<file path="src/rtl/clock_period_meter.sv">
// Clock period meter: measures the rising-edge-to-rising-edge period of i_sig, and the
// time it is high within that period, both in i_clock cycles. A measurement starts on
// i_start and ends with a one-cycle o_valid pulse, or an o_timeout pulse if no edge arrives.
module clock_period_meter #(
  parameter int unsigned CNT_WIDTH = 24,
  parameter int unsigned TIMEOUT   = 1000000
) (
  input  logic                 i_clock,
  input  logic                 i_reset,
  input  logic                 i_sig,
  input  logic                 i_start,
  output logic                 o_busy,
  output logic                 o_valid,
  output logic                 o_timeout,
  output logic [CNT_WIDTH-1:0] o_period,
  output logic [CNT_WIDTH-1:0] o_high
);

  typedef enum logic [1:0] {
    StIdle,
    StArm,
    StMeasure
  } state_e;

  // A counter holding this value gives up on the next cycle without a rising edge.
  // TIMEOUT never exceeds 2^CNT_WIDTH-1, so the counters cannot wrap.
  localparam logic [CNT_WIDTH-1:0] LastCnt = CNT_WIDTH'(TIMEOUT - 1);
  localparam logic [CNT_WIDTH-1:0] One     = CNT_WIDTH'(1);

  state_e               r_state;
  logic                 r_s1;
  logic                 r_s2;
  logic                 r_s3;
  logic [CNT_WIDTH-1:0] r_wait_cnt;
  logic [CNT_WIDTH-1:0] r_period_cnt;
  logic [CNT_WIDTH-1:0] r_high_cnt;
  logic [CNT_WIDTH-1:0] r_period;
  logic [CNT_WIDTH-1:0] r_high;
  logic                 r_valid;
  logic                 r_timeout;

  logic                 w_rise;

  assign w_rise = r_s2 & ~r_s3;

  // Two-flop synchronizer for i_sig, plus one history flop for edge detection.
  always_ff @(posedge i_clock) begin
    if (i_reset) begin
      r_s1 <= 1'b0;
      r_s2 <= 1'b0;
      r_s3 <= 1'b0;
    end else begin
      r_s1 <= i_sig;
      r_s2 <= r_s1;
      r_s3 <= r_s2;
    end
  end

  // Measurement FSM: wait for a first rising edge, then count until the next one.
  always_ff @(posedge i_clock) begin
    if (i_reset) begin
      r_state      <= StIdle;
      r_wait_cnt   <= '0;
      r_period_cnt <= '0;
      r_high_cnt   <= '0;
      r_period     <= '0;
      r_high       <= '0;
      r_valid      <= 1'b0;
      r_timeout    <= 1'b0;
    end else begin
      r_valid   <= 1'b0;
      r_timeout <= 1'b0;
      case (r_state)
        StIdle: begin
          // An edge coinciding with i_start is ignored: edges are only looked at in ARM.
          if (i_start) begin
            r_state    <= StArm;
            r_wait_cnt <= '0;
          end
        end
        StArm: begin
          if (w_rise) begin
            // The rise cycle itself is the first (high) cycle of the period.
            r_state      <= StMeasure;
            r_period_cnt <= One;
            r_high_cnt   <= One;
          end else if (r_wait_cnt == LastCnt) begin
            r_state   <= StIdle;
            r_timeout <= 1'b1;
            r_period  <= '0;
            r_high    <= '0;
          end else begin
            r_wait_cnt <= r_wait_cnt + One;
          end
        end
        StMeasure: begin
          if (w_rise) begin
            r_state  <= StIdle;
            r_valid  <= 1'b1;
            r_period <= r_period_cnt;
            r_high   <= r_high_cnt;
          end else if (r_period_cnt == LastCnt) begin
            r_state   <= StIdle;
            r_timeout <= 1'b1;
            r_period  <= '0;
            r_high    <= '0;
          end else begin
            r_period_cnt <= r_period_cnt + One;
            if (r_s2) begin
              r_high_cnt <= r_high_cnt + One;
            end
          end
        end
        default: r_state <= StIdle;
      endcase
    end
  end

  assign o_busy    = (r_state != StIdle);
  assign o_valid   = r_valid;
  assign o_timeout = r_timeout;
  assign o_period  = r_period;
  assign o_high    = r_high;

endmodule

</file>
<file path="config.mk">
export PLATFORM = sky130hd
export DESIGN_NAME = clock_period_meter
export DESIGN_NICKNAME = d
export VERILOG_FILES = /design/src/rtl/clock_period_meter.sv
export SDC_FILE = /design/constraint.sdc
export NUM_CORES = 1
export LEC_CHECK = 0
export CORE_UTILIZATION = 58
export CTS_CLUSTER_DIAMETER = 80
export DETAILED_ROUTE_END_ITERATION = 7
export PLACE_DENSITY = 0.87
export RECOVER_POWER = 50
export SLEW_MARGIN = 20
export SYNTH_ARGS = -nofsm -noshare
export SYNTH_HDL_FRONTEND = slang
export SYNTH_SLANG_ARGS = --single-unit
</file>
<file path="constraint.sdc">
create_clock -name i_clock -period 2.3 [get_ports i_clock]
set_input_delay 0.345 -clock i_clock [delete_from_list [all_inputs] [get_ports i_clock]]
set_output_delay 0.345 -clock i_clock [all_outputs]
set_load 0.02 [all_outputs]
</file>
==> results.yml, run 1 <==
status:
  run_status: "complete, no violations"
clocking:
  clk_latency_ns: 0.53
  cts_sinks: 127
  cts_buffer_depth: 2
  clock_buffers_created_by_tritoncts: 17
  cts.reportedPaths.clkPinSlew_ns: 0.06
  clock-root-buffer: "sky130_fd_sc_hd__clkbuf_8"
  h-tree-depth: 4
  cts_tree: "done"
power_and_ir_drop:
  leakage_component_of_the_power_nw: 2.84
  power_mw: 6.09
  vdd_drop_max_mv: 0.602
  power-per-cell-area_mw_per_mm2: 795
sta:
  layout_min_cycle_time_ns: 2.21
  setup_viol_count_final: 0
  finalCritPeriodShare_pct: 96.1
  slew_headroom_pct: 32.9
  finalClockSkew_ns: 0.0103
  peak_freq_mhz: 452
  timing.final.max_slew_violations: 0
  final-hold-violation-count: 0
  transition_time_at_the_pin_with_the_least_slew_margin_ns: 1.01
synthesis:
  ys_types: 65
  postSynth.asyncResetShare_pct: 0
  post_synth_inst_count: 761
  synth.avg_cell_area_um2: 7.96
  synth_seq_cells: 127
  synth_edf_count: 0
  synth_flop_cell: "sky130_fd_sc_hd__dfxtp_1"
  synth_area_mm2: 0.00606
  synth-warning-count: 0
  postSynthNetCount: 771
  yosysSeqAreaShare_pct: 42.0
global_route:
  grt_util_all_layers_pct: 32.3
  number_of_global_route_vias_before_repair: 6011
  overflow: 0
  grt_pass1_wl_um: 28400
  antenna_violations_before_repair: 0
  grt_start_max_net_pins: 39
drt:
  finalWirelength_um: 17200
  detailroute.via_count: 6289
  drt_first_pass_iters: 5
  remaining_drc_errors: 0
  routed_wire_length_per_instance_um: 17.2
  post_drt_via_cell_ratio: 6.32
  drt_first_iter_violations: 516
  antenna_left: 0
die:
  io-pin-count: 55
  die-area_mm2: 0.0109
  core_area_mm2: 0.00995
  fp-row-count: 36
  chipHeight_um: 104
  floorplan.die.width_um: 104
  initial_utilization_pct: 60.9
finish:
  most_common_cell_after_layout_fill_and_taps_aside: "sky130_fd_sc_hd__dfxtp_1"
  final_nets: 859
  postLayoutCellArea_mm2: 0.00766
  fillCellCount: 715
  layout.cells.most_common_list: "sky130_fd_sc_hd__dfxtp_1, sky130_fd_sc_hd__nor2_1, sky130_fd_sc_hd__nand2_1"
  layout_cell_share_with_drive_strength_beyond_1_pct: 15.2
  insertedDiodeCount: 0
  synthToLayoutAreaGrowth_pct: 26.4
critical_path:
  critical_path.cell_chain: "ha_1 -> and3_1 -> and3_2 -> a21oi_2 -> nor3_4 -> or2_4 -> buf_12 -> a21oi_1"
  crit_path_start_kind: "register"
  timing.critical_path.to_type: "register"
  worstSetupStartpoint: "r_period_cnt[0]$_SDFFE_PP0P_"
  critPathRequiredTime_ns: 2.76
  worst-path-max-fanout: 38
  critPathSlowestCell: "sky130_fd_sc_hd__dfxtp_1"
  critical-path-max-stage-delay_ns: 0.37
  timing.critical_path.arrival_ns: 2.67
  worst-r2r-cell-count: 8
  worst-setup-path-type: "reg2reg"
  worst_r2r_startpoint: "r_period_cnt[0]$_SDFFE_PP0P_"
hold_path:
  worstHoldStart: "i_sig"
  hold_critical_path_depth: 2
  holdCritPathClass: "in2reg"
placed_design:
  gp_routability_congestion: 0.948
  port_buffers: 54
  postPlaceCellArea_mm2: 0.00703
  hpwl_um: 11500
run:
  cap_violations: 0
-- per-layer routing --
| metal | track usage (%) | share of wire (%) | vias to the layer above |
|---|---|---|---|
| met5 | 0 | 0 | - |
| met4 | 17.3 | 2.8 | 0 |
| met3 | 7.64 | 6.6 | 53 |
| met2 | 54.3 | 50 | 285 |
| met1 | 38.0 | 41 | 3004 |
| li1 | - | - | 2947 |
-- sequential cells by signal, summed over array words and instances, names as in the netlist --
| name | cells |
|---|---|
| o_high | 24 |
| r_s2 | 1 |
| o_valid | 1 |
| o_timeout | 1 |
| o_period | 24 |
| r_period_cnt | 24 |
| r_high_cnt | 24 |
| r_s1 | 1 |
| r_state | 2 |
| r_wait_cnt | 24 |
| r_s3 | 1 |
-- critical path: cells and delay by family (launching register included) --
kind | cells | cell delay, ns
fa+ha+maj | 1 | 0.25
compound gates | 2 | 0.47
flops | 1 | 0.37
simple gates | 4 | 0.85
buf+inv | 1 | 0.17
-- logic make-up (layout without fill, tap and decap cells) --
| group | after synthesis | after routing | share of synthesized area (%) |
|---|---|---|---|
| buffers and inverters | 54 | 155 | 4.25 |
| adder cells (fa/ha/maj) | 6 | 6 | 1.24 |
| AND/OR/NAND/NOR | 362 | 362 | 29.3 |
| multiplexers | 2 | 2 | 0.351 |
| AO/OA/AOI/OAI | 202 | 202 | 21.8 |
| flip-flops | 127 | 127 | 42.0 |
| XOR/XNOR | 8 | 8 | 1.16 |
-- synth_stat cells (all sizes together) (9+ instances only) --
| library cell | number | share of area, % |
|---|---|---|
| nor2 | 103 | 6.4 |
| a31oi | 10 | 1.0 |
| nand2 | 98 | 6.1 |
| buf | 19 | 2.1 |
| and3 | 17 | 1.8 |
| nand3 | 40 | 3.3 |
| nand4 | 17 | 1.8 |
| clkbuf | 23 | 1.4 |
| o21ai | 39 | 3.2 |
| dfxtp | 127 | 42 |
| nor4b | 10 | 1.7 |
| nor3 | 22 | 2.1 |
| a21oi | 85 | 8.3 |
| or3 | 14 | 1.4 |
| inv | 12 | 0.74 |
| o31ai | 18 | 2.3 |
| nor4 | 9 | 0.93 |
-- final timing paths --
path                                    end  slack (ns)
hold reg to reg      o_high[7]$_SDFFE_PP0P_        0.48
hold / removal              r_s1$_SDFF_PP0_        0.37
setup reg to reg  o_period[23]$_SDFFE_PP0P_        0.09
setup / recovery  o_period[23]$_SDFFE_PP0P_        0.09
-- final cells by class --
class	count	area [µm²]	share of cell area (%)
Multi-Input combinational cell	580	3330	43.4
Sequential cell	127	2540	33.2
Timing Repair Buffer	111	1000	13.1
Clock buffer	17	414	5.41
Tap cell	133	166	2.17
Clock inverter	15	160	2.09
Inverter	12	45.0	0.588
-- power by group --
part,internal (mW),total (mW),switching (mW)
Clock,1.56,2.61,1.06
Sequential,2.35,2.42,0.0731
Combinational,0.421,1.05,0.628
-- per-stage QoR --
stage          hold WS, ns  utilization [%]  setup TNS (ns)  setup WS (ns)  instances
6_report             0.372             76.9               0         0.0894        995
5_1_grt              0.371             76.9        -0.00136       -0.00136        995
4_1_cts              0.366             76.4               0         0.0229        994
3_5_place_dp         0.476             70.6         -0.0608        -0.0608        962
3_3_place_gp         0.470             70.6               0         0.0821        962
2_1_floorplan        0.414                -               0          0.295        761
-- repair_timing --
item                                    4_1_cts  5_1_grt
hold buffers                                  0        0
resized for setup                             2       12
buffers inserted                              0        1
endpoints found under the hold margin         0        0
pin swaps                                     0        2
endpoints found under the setup margin       10       70
(Power assumes the default switching activity.)
==> inputs of run 2 (changes only) <==
ABC_CLOCK_PERIOD_IN_PS = 2300   (was default)
SKIP_LAST_GASP = 1   (was default)
==> results.yml, run 2 (synthesized netlist as in run 1, its figures left out) <==
finish:
  postLayoutCellArea_mm2: 0.00764
  synthToLayoutAreaGrowth_pct: 26.2
  final-instance-count-excl-fill: 995
  layout_cell_share_with_drive_strength_beyond_1_pct: 14.8
  layout.cells.most_common_list: "sky130_fd_sc_hd__dfxtp_1, sky130_fd_sc_hd__nor2_1, sky130_fd_sc_hd__nand2_1"
  seq_area_mm2: 0.00254
  multi_input_comb_area_mm2: 0.00332
  insertedDiodeCount: 0
  final_nets: 859
  most_common_cell_after_layout_fill_and_taps_aside: "sky130_fd_sc_hd__dfxtp_1"
  fillCellCount: 720
drt:
  post_drt_via_cell_ratio: 6.31
  drt_first_pass_iters: 5
  antenna_left: 0
  detailroute.via_count: 6278
  routed_wire_length_per_instance_um: 17.1
  drt_first_iter_violations: 457
  finalWirelength_um: 17000
  remaining_drc_errors: 0
critical_path:
  critPathTopFamily: "simple AND/OR/NAND/NOR gates"
  worst-r2r-cell-count: 8
  critical-path-max-stage-delay_ns: 0.37
  critPathSlowestCell: "sky130_fd_sc_hd__dfxtp_1"
  worst-setup-path-type: "reg2reg"
  r2r_setup_slack_ns: 0.08
  critPathRequiredTime_ns: 2.75
  timing.critical_path.to_type: "register"
  worst-path-max-fanout: 38
  r2r-end: "o_period[23]$_SDFFE_PP0P_"
  critical_path.cell_chain: "ha_1 -> and3_1 -> and3_2 -> a21oi_2 -> nor3_4 -> or2_4 -> buf_12 -> a21oi_1"
  worst_r2r_startpoint: "r_period_cnt[0]$_SDFFE_PP0P_"
  crit_buf_inv: 1
  crit_path_start_kind: "register"
  timing.critical_path.arrival_ns: 2.67
clocking:
  cts_tree: "done"
  cts.reportedPaths.clkPinSlew_ns: 0.06
  cts_sinks: 127
  clock-root-buffer: "sky130_fd_sc_hd__clkbuf_8"
  clk_latency_ns: 0.53
  h-tree-depth: 4
  cts_buffer_depth: 2
  clock_buffers_created_by_tritoncts: 17
global_route:
  use_met2_pct: 54.3
  grt_most_used_layer: "met2"
  grt_util_all_layers_pct: 32.3
  grtUsageMet1_pct: 38.0
  number_of_global_route_vias_before_repair: 6011
  overflow: 0
  grt_start_max_net_pins: 39
  antenna_violations_before_repair: 0
  use_met3_pct: 7.64
  grt_pass1_wl_um: 28400
power_and_ir_drop:
  power-per-cell-area_mw_per_mm2: 796
  vdd_drop_max_mv: 0.602
  leakage_component_of_the_power_nw: 2.84
  power_mw: 6.08
hold_path:
  worstHoldStart: "i_sig"
  holdCritPathClass: "in2reg"
  hold_critical_path_depth: 2
  hold-path-endpoint: "r_s1$_SDFF_PP0_"
sta:
  timing.final.max_slew_violations: 0
  rsz0062_at_grt: "true"
  finalClockSkew_ns: 0.0103
  transition_time_at_the_pin_with_the_least_slew_margin_ns: 0.572
  finalCritPeriodShare_pct: 96.4
  layout_min_cycle_time_ns: 2.22
  slew_headroom_pct: 61.5
  final-hold-violation-count: 0
  finalHoldWorstSlack_ns: 0.375
  setup_viol_count_final: 0
  peak_freq_mhz: 451
die:
  chipHeight_um: 104
  fp-row-count: 36
  die-area_mm2: 0.0109
  initial_utilization_pct: 60.9
  io-pin-count: 55
  core_area_mm2: 0.00995
  floorplan.die.width_um: 104
placed_design:
  postPlaceCellArea_mm2: 0.00703
  number_of_placed_instances_with_taps_included: 962
  hpwl_um: 11500
  port_buffers: 54
  gp_routability_congestion: 0.948
status:
  run_status: "complete, no violations"
run:
  cap_violations: 0
## run 2: area by class of cell
cell class	count	share of cell area (%)
Clock inverter	15	2.09
Tap cell	133	2.18
Clock buffer	17	5.42
Multi-Input combinational cell	580	43.4
Sequential cell	127	33.3
Timing Repair Buffer	111	13.1
Inverter	12	0.589
## run 2: worst register-to-register path, cell delays in order (launching register included)
cell	delay [ns]
sky130_fd_sc_hd__dfxtp_1	0.37
sky130_fd_sc_hd__ha_1	0.25
sky130_fd_sc_hd__and3_1	0.22
sky130_fd_sc_hd__and3_2	0.26
sky130_fd_sc_hd__a21oi_2	0.32
sky130_fd_sc_hd__nor3_4	0.11
sky130_fd_sc_hd__or2_4	0.26
sky130_fd_sc_hd__buf_12	0.17
sky130_fd_sc_hd__a21oi_1	0.20
## run 2: layer usage
metal  vias to the layer above  part of all wire (%)  routed length [µm]
li1                       2951                     -                   -
met1                      2960                    41                6920
met2                       310                    50                8420
met3                        57                   6.8                1160
met4                         0                   2.9                 492
met5                         -                     0                   0
## run 2: timing repair
| action | in CTS | in global routing |
|---|---|---|
| hold buffers | 0 | 0 |
| setup endpoints to repair | 10 | 70 |
| setup buffers | 0 | 1 |
| pin swaps | 0 | 2 |
| resized for setup | 2 | 11 |
| hold endpoints to repair | 0 | 0 |
## run 2: power breakdown
group          leakage, nW  switching [mW]  internal (mW)  total (mW)
logic                 1.52           0.624          0.420        1.04
clock network        0.285            1.06           1.56        2.61
registers             1.03          0.0740           2.35        2.43
## run 2: worst max path at each step
stage / start / to / slack (ns) / cells after the start
floorplan: r_period_cnt[0]$_SDFFE_PP0P_ / o_period[10]$_SDFFE_PP0P_ / 0.29 / 9
global placement: r_period_cnt[21]$_SDFFE_PP0P_ / r_high_cnt[18]$_SDFFE_PP0P_ / 0.08 / 6
detailed placement: r_period_cnt[8]$_SDFFE_PP0P_ / r_high_cnt[18]$_SDFFE_PP0P_ / -0.06 / 6
CTS: r_wait_cnt[16]$_SDFFE_PP0P_ / o_period[0]$_SDFFE_PP0P_ / 0.02 / 7
global route: r_period_cnt[0]$_SDFFE_PP0P_ / o_high[5]$_SDFFE_PP0P_ / 0.004 / 8
finish: r_period_cnt[0]$_SDFFE_PP0P_ / o_period[23]$_SDFFE_PP0P_ / 0.08 / 8
## run 2: through the flow
stage / TNS (ns) / util (%) / setup slack [ns]
final: 0 / 76.8 / 0.0824
after detailed placement: -0.0608 / 70.6 / -0.0608
after CTS: 0 / 76.4 / 0.0229
after global routing: 0 / 76.8 / 0.00407
after global placement: 0 / 70.6 / 0.0821
after floorplan: 0 / - / 0.295
==> inputs of run 3 (changes only) <==
ABC_CLOCK_PERIOD_IN_PS = 2550   (was 2300)
clock period = 2.55 ns   (was 2.3 ns; I/O delays follow)
==> results.yml, run 3 (synthesized netlist as in run 1, its figures left out) <==
power_and_ir_drop:
  power_mw: 5.57
  clock_power_share_pct: 44.5
  power_frac_seq_pct: 39.3
  power.switching_fraction_pct: 28.3
  leakage_component_of_the_power_nw: 2.68
  proportion_of_power_drawn_by_combinational_gates_pct: 16.2
  vdd_drop_max_mv: 0.412
  power_switching_mw: 1.58
  power_report.internal_total_mw: 4.00
  power-per-cell-area_mw_per_mm2: 752
clocking:
  h-tree-depth: 4
  clock-root-buffer: "sky130_fd_sc_hd__clkbuf_8"
  cts.reportedPaths.clkPinSlew_ns: 0.06
  cts_sinks: 127
  clk_latency_ns: 0.54
  cts_hold_buf: 0
  post_cts_resize_count: 0
  clock_buffers_created_by_tritoncts: 17
  cts.repair_timing.setup_buffer_count: 0
  cts_tree: "done"
  cts_buffer_depth: 2
finish:
  final-instance-count-excl-fill: 970
  final_nets: 834
  post-route-util_pct: 74.4
  synthToLayoutAreaGrowth_pct: 22.3
  insertedDiodeCount: 0
  layout_cell_share_with_drive_strength_beyond_1_pct: 11.0
  postLayoutCellArea_mm2: 0.00741
  layout.cells.most_common_list: "sky130_fd_sc_hd__dfxtp_1, sky130_fd_sc_hd__nor2_1, sky130_fd_sc_hd__nand2_1"
  fillCellCount: 730
  most_common_cell_after_layout_fill_and_taps_aside: "sky130_fd_sc_hd__dfxtp_1"
die:
  initial_utilization_pct: 60.9
  floorplan.die.width_um: 104
  core_area_mm2: 0.00995
  fp-row-count: 36
  io-pin-count: 55
  chipHeight_um: 104
  die-area_mm2: 0.0109
global_route:
  use_met3_pct: 6.89
  use_met2_pct: 53.5
  overflow: 0
  grtUsageMet1_pct: 38.1
  antenna_violations_before_repair: 0
  number_of_global_route_vias_before_repair: 5858
  grt_util_all_layers_pct: 31.6
  grt_pass1_wl_um: 27700
  grt_most_used_layer: "met2"
  grt_start_max_net_pins: 38
hold_path:
  hold-path-endpoint: "r_s1$_SDFF_PP0_"
  holdCritPathClass: "in2reg"
  hold_critical_path_depth: 2
  worstHoldStart: "i_sig"
sta:
  transition_time_at_the_pin_with_the_least_slew_margin_ns: 1.02
  final-hold-violation-count: 0
  timing.final.max_slew_violations: 0
  peak_freq_mhz: 411
  slew_headroom_pct: 31.7
  setup_viol_count_final: 0
  setup_tns_ns: 0
  finalClockSkew_ns: 0.00916
  finalHoldWorstSlack_ns: 0.397
  finalCritPeriodShare_pct: 95.3
  layout_min_cycle_time_ns: 2.43
  postLayoutSetupSlackWorst_ns: 0.120
  rsz0062_at_grt: "false"
drt:
  routed_wire_length_per_instance_um: 17.1
  drt_first_iter_violations: 475
  drt_first_pass_iters: 6
  remaining_drc_errors: 0
  antenna_left: 0
  finalWirelength_um: 16600
  post_drt_via_cell_ratio: 6.33
  detailroute.via_count: 6136
critical_path:
  timing.critical_path.to_type: "register"
  crit_buf_inv: 1
  critical_path.cell_chain: "nor4b_1 -> nand4_1 -> o311ai_2 -> clkbuf_1 -> nor3_1 -> xnor2_1 -> nor2_1"
  worst_r2r_startpoint: "r_wait_cnt[10]$_SDFFE_PP0P_"
  critPathRequiredTime_ns: 2.97
  critPathSlowestCell: "sky130_fd_sc_hd__o311ai_2"
  timing.critical_path.arrival_ns: 2.85
  worstSetupStartpoint: "r_wait_cnt[10]$_SDFFE_PP0P_"
  crit_path_start_kind: "register"
  worst-r2r-cell-count: 7
  worst-path-max-fanout: 9
  critical-path-max-stage-delay_ns: 0.54
  worst-setup-path-type: "reg2reg"
  critPathTopFamily: "simple AND/OR/NAND/NOR gates"
  r2r-end: "r_wait_cnt[17]$_SDFFE_PP0P_"
  r2r_setup_slack_ns: 0.12
placed_design:
  gp_routability_congestion: 0.938
  postPlaceCellArea_mm2: 0.00683
  hpwl_um: 11300
  number_of_placed_instances_with_taps_included: 938
  worst_case_setup_slack_after_placement_ns: 0.165
  port_buffers: 54
status:
  run_status: "complete, no violations"
run:
  cap_violations: 0
## run 3: cell count changes in the layout (fill, tap and decap cells not counted), sizes merged
cell	change
inv	-1
clkdlybuf4s50	+1
clkinvlp	+1
bufinv	+1
clkinv	-2
buf	-24
dlygate4sd2	-1
## run 3: area by class of cell
class	count	area (µm²)	share of cell area (%)
multi-input combinational	580	3260	44.0
clock inverter	14	180	2.43
clock buffer	18	428	5.78
sequential	127	2540	34.3
timing repair buffer	86	785	10.6
inverter	12	45.0	0.608
tap	133	166	2.25
## run 3: per-layer routing
metal | vias up | routed length [µm]
met2 | 327 | 8230
li1 | 2885 | -
met1 | 2874 | 6690
met5 | - | 0
met3 | 50 | 1250
met4 | 0 | 420
## run 3: how the worst max path moves through the flow
stage	end	slack [ns]	cells after the start
3_5_place_dp	r_period_cnt[12]$_SDFFE_PP0P_	0.17	7
4_1_cts	r_period_cnt[22]$_SDFFE_PP0P_	0.12	7
2_1_floorplan	o_period[10]$_SDFFE_PP0P_	0.54	9
3_3_place_gp	r_period_cnt[16]$_SDFFE_PP0P_	0.28	7
6_report	r_wait_cnt[17]$_SDFFE_PP0P_	0.12	7
5_1_grt	o_period[23]$_SDFFE_PP0P_	0.02	8
## run 3: power by group through the flow
stage | clock network, mW | registers (mW) | logic [mW]
after floorplan | 0 | 2.39 | 0.416
after global placement | 0 | 2.23 | 0.916
after detailed placement | 0 | 2.24 | 0.944
after CTS | 2.49 | 2.20 | 0.952
after global routing | 2.60 | 2.21 | 0.961
final | 2.48 | 2.19 | 0.901
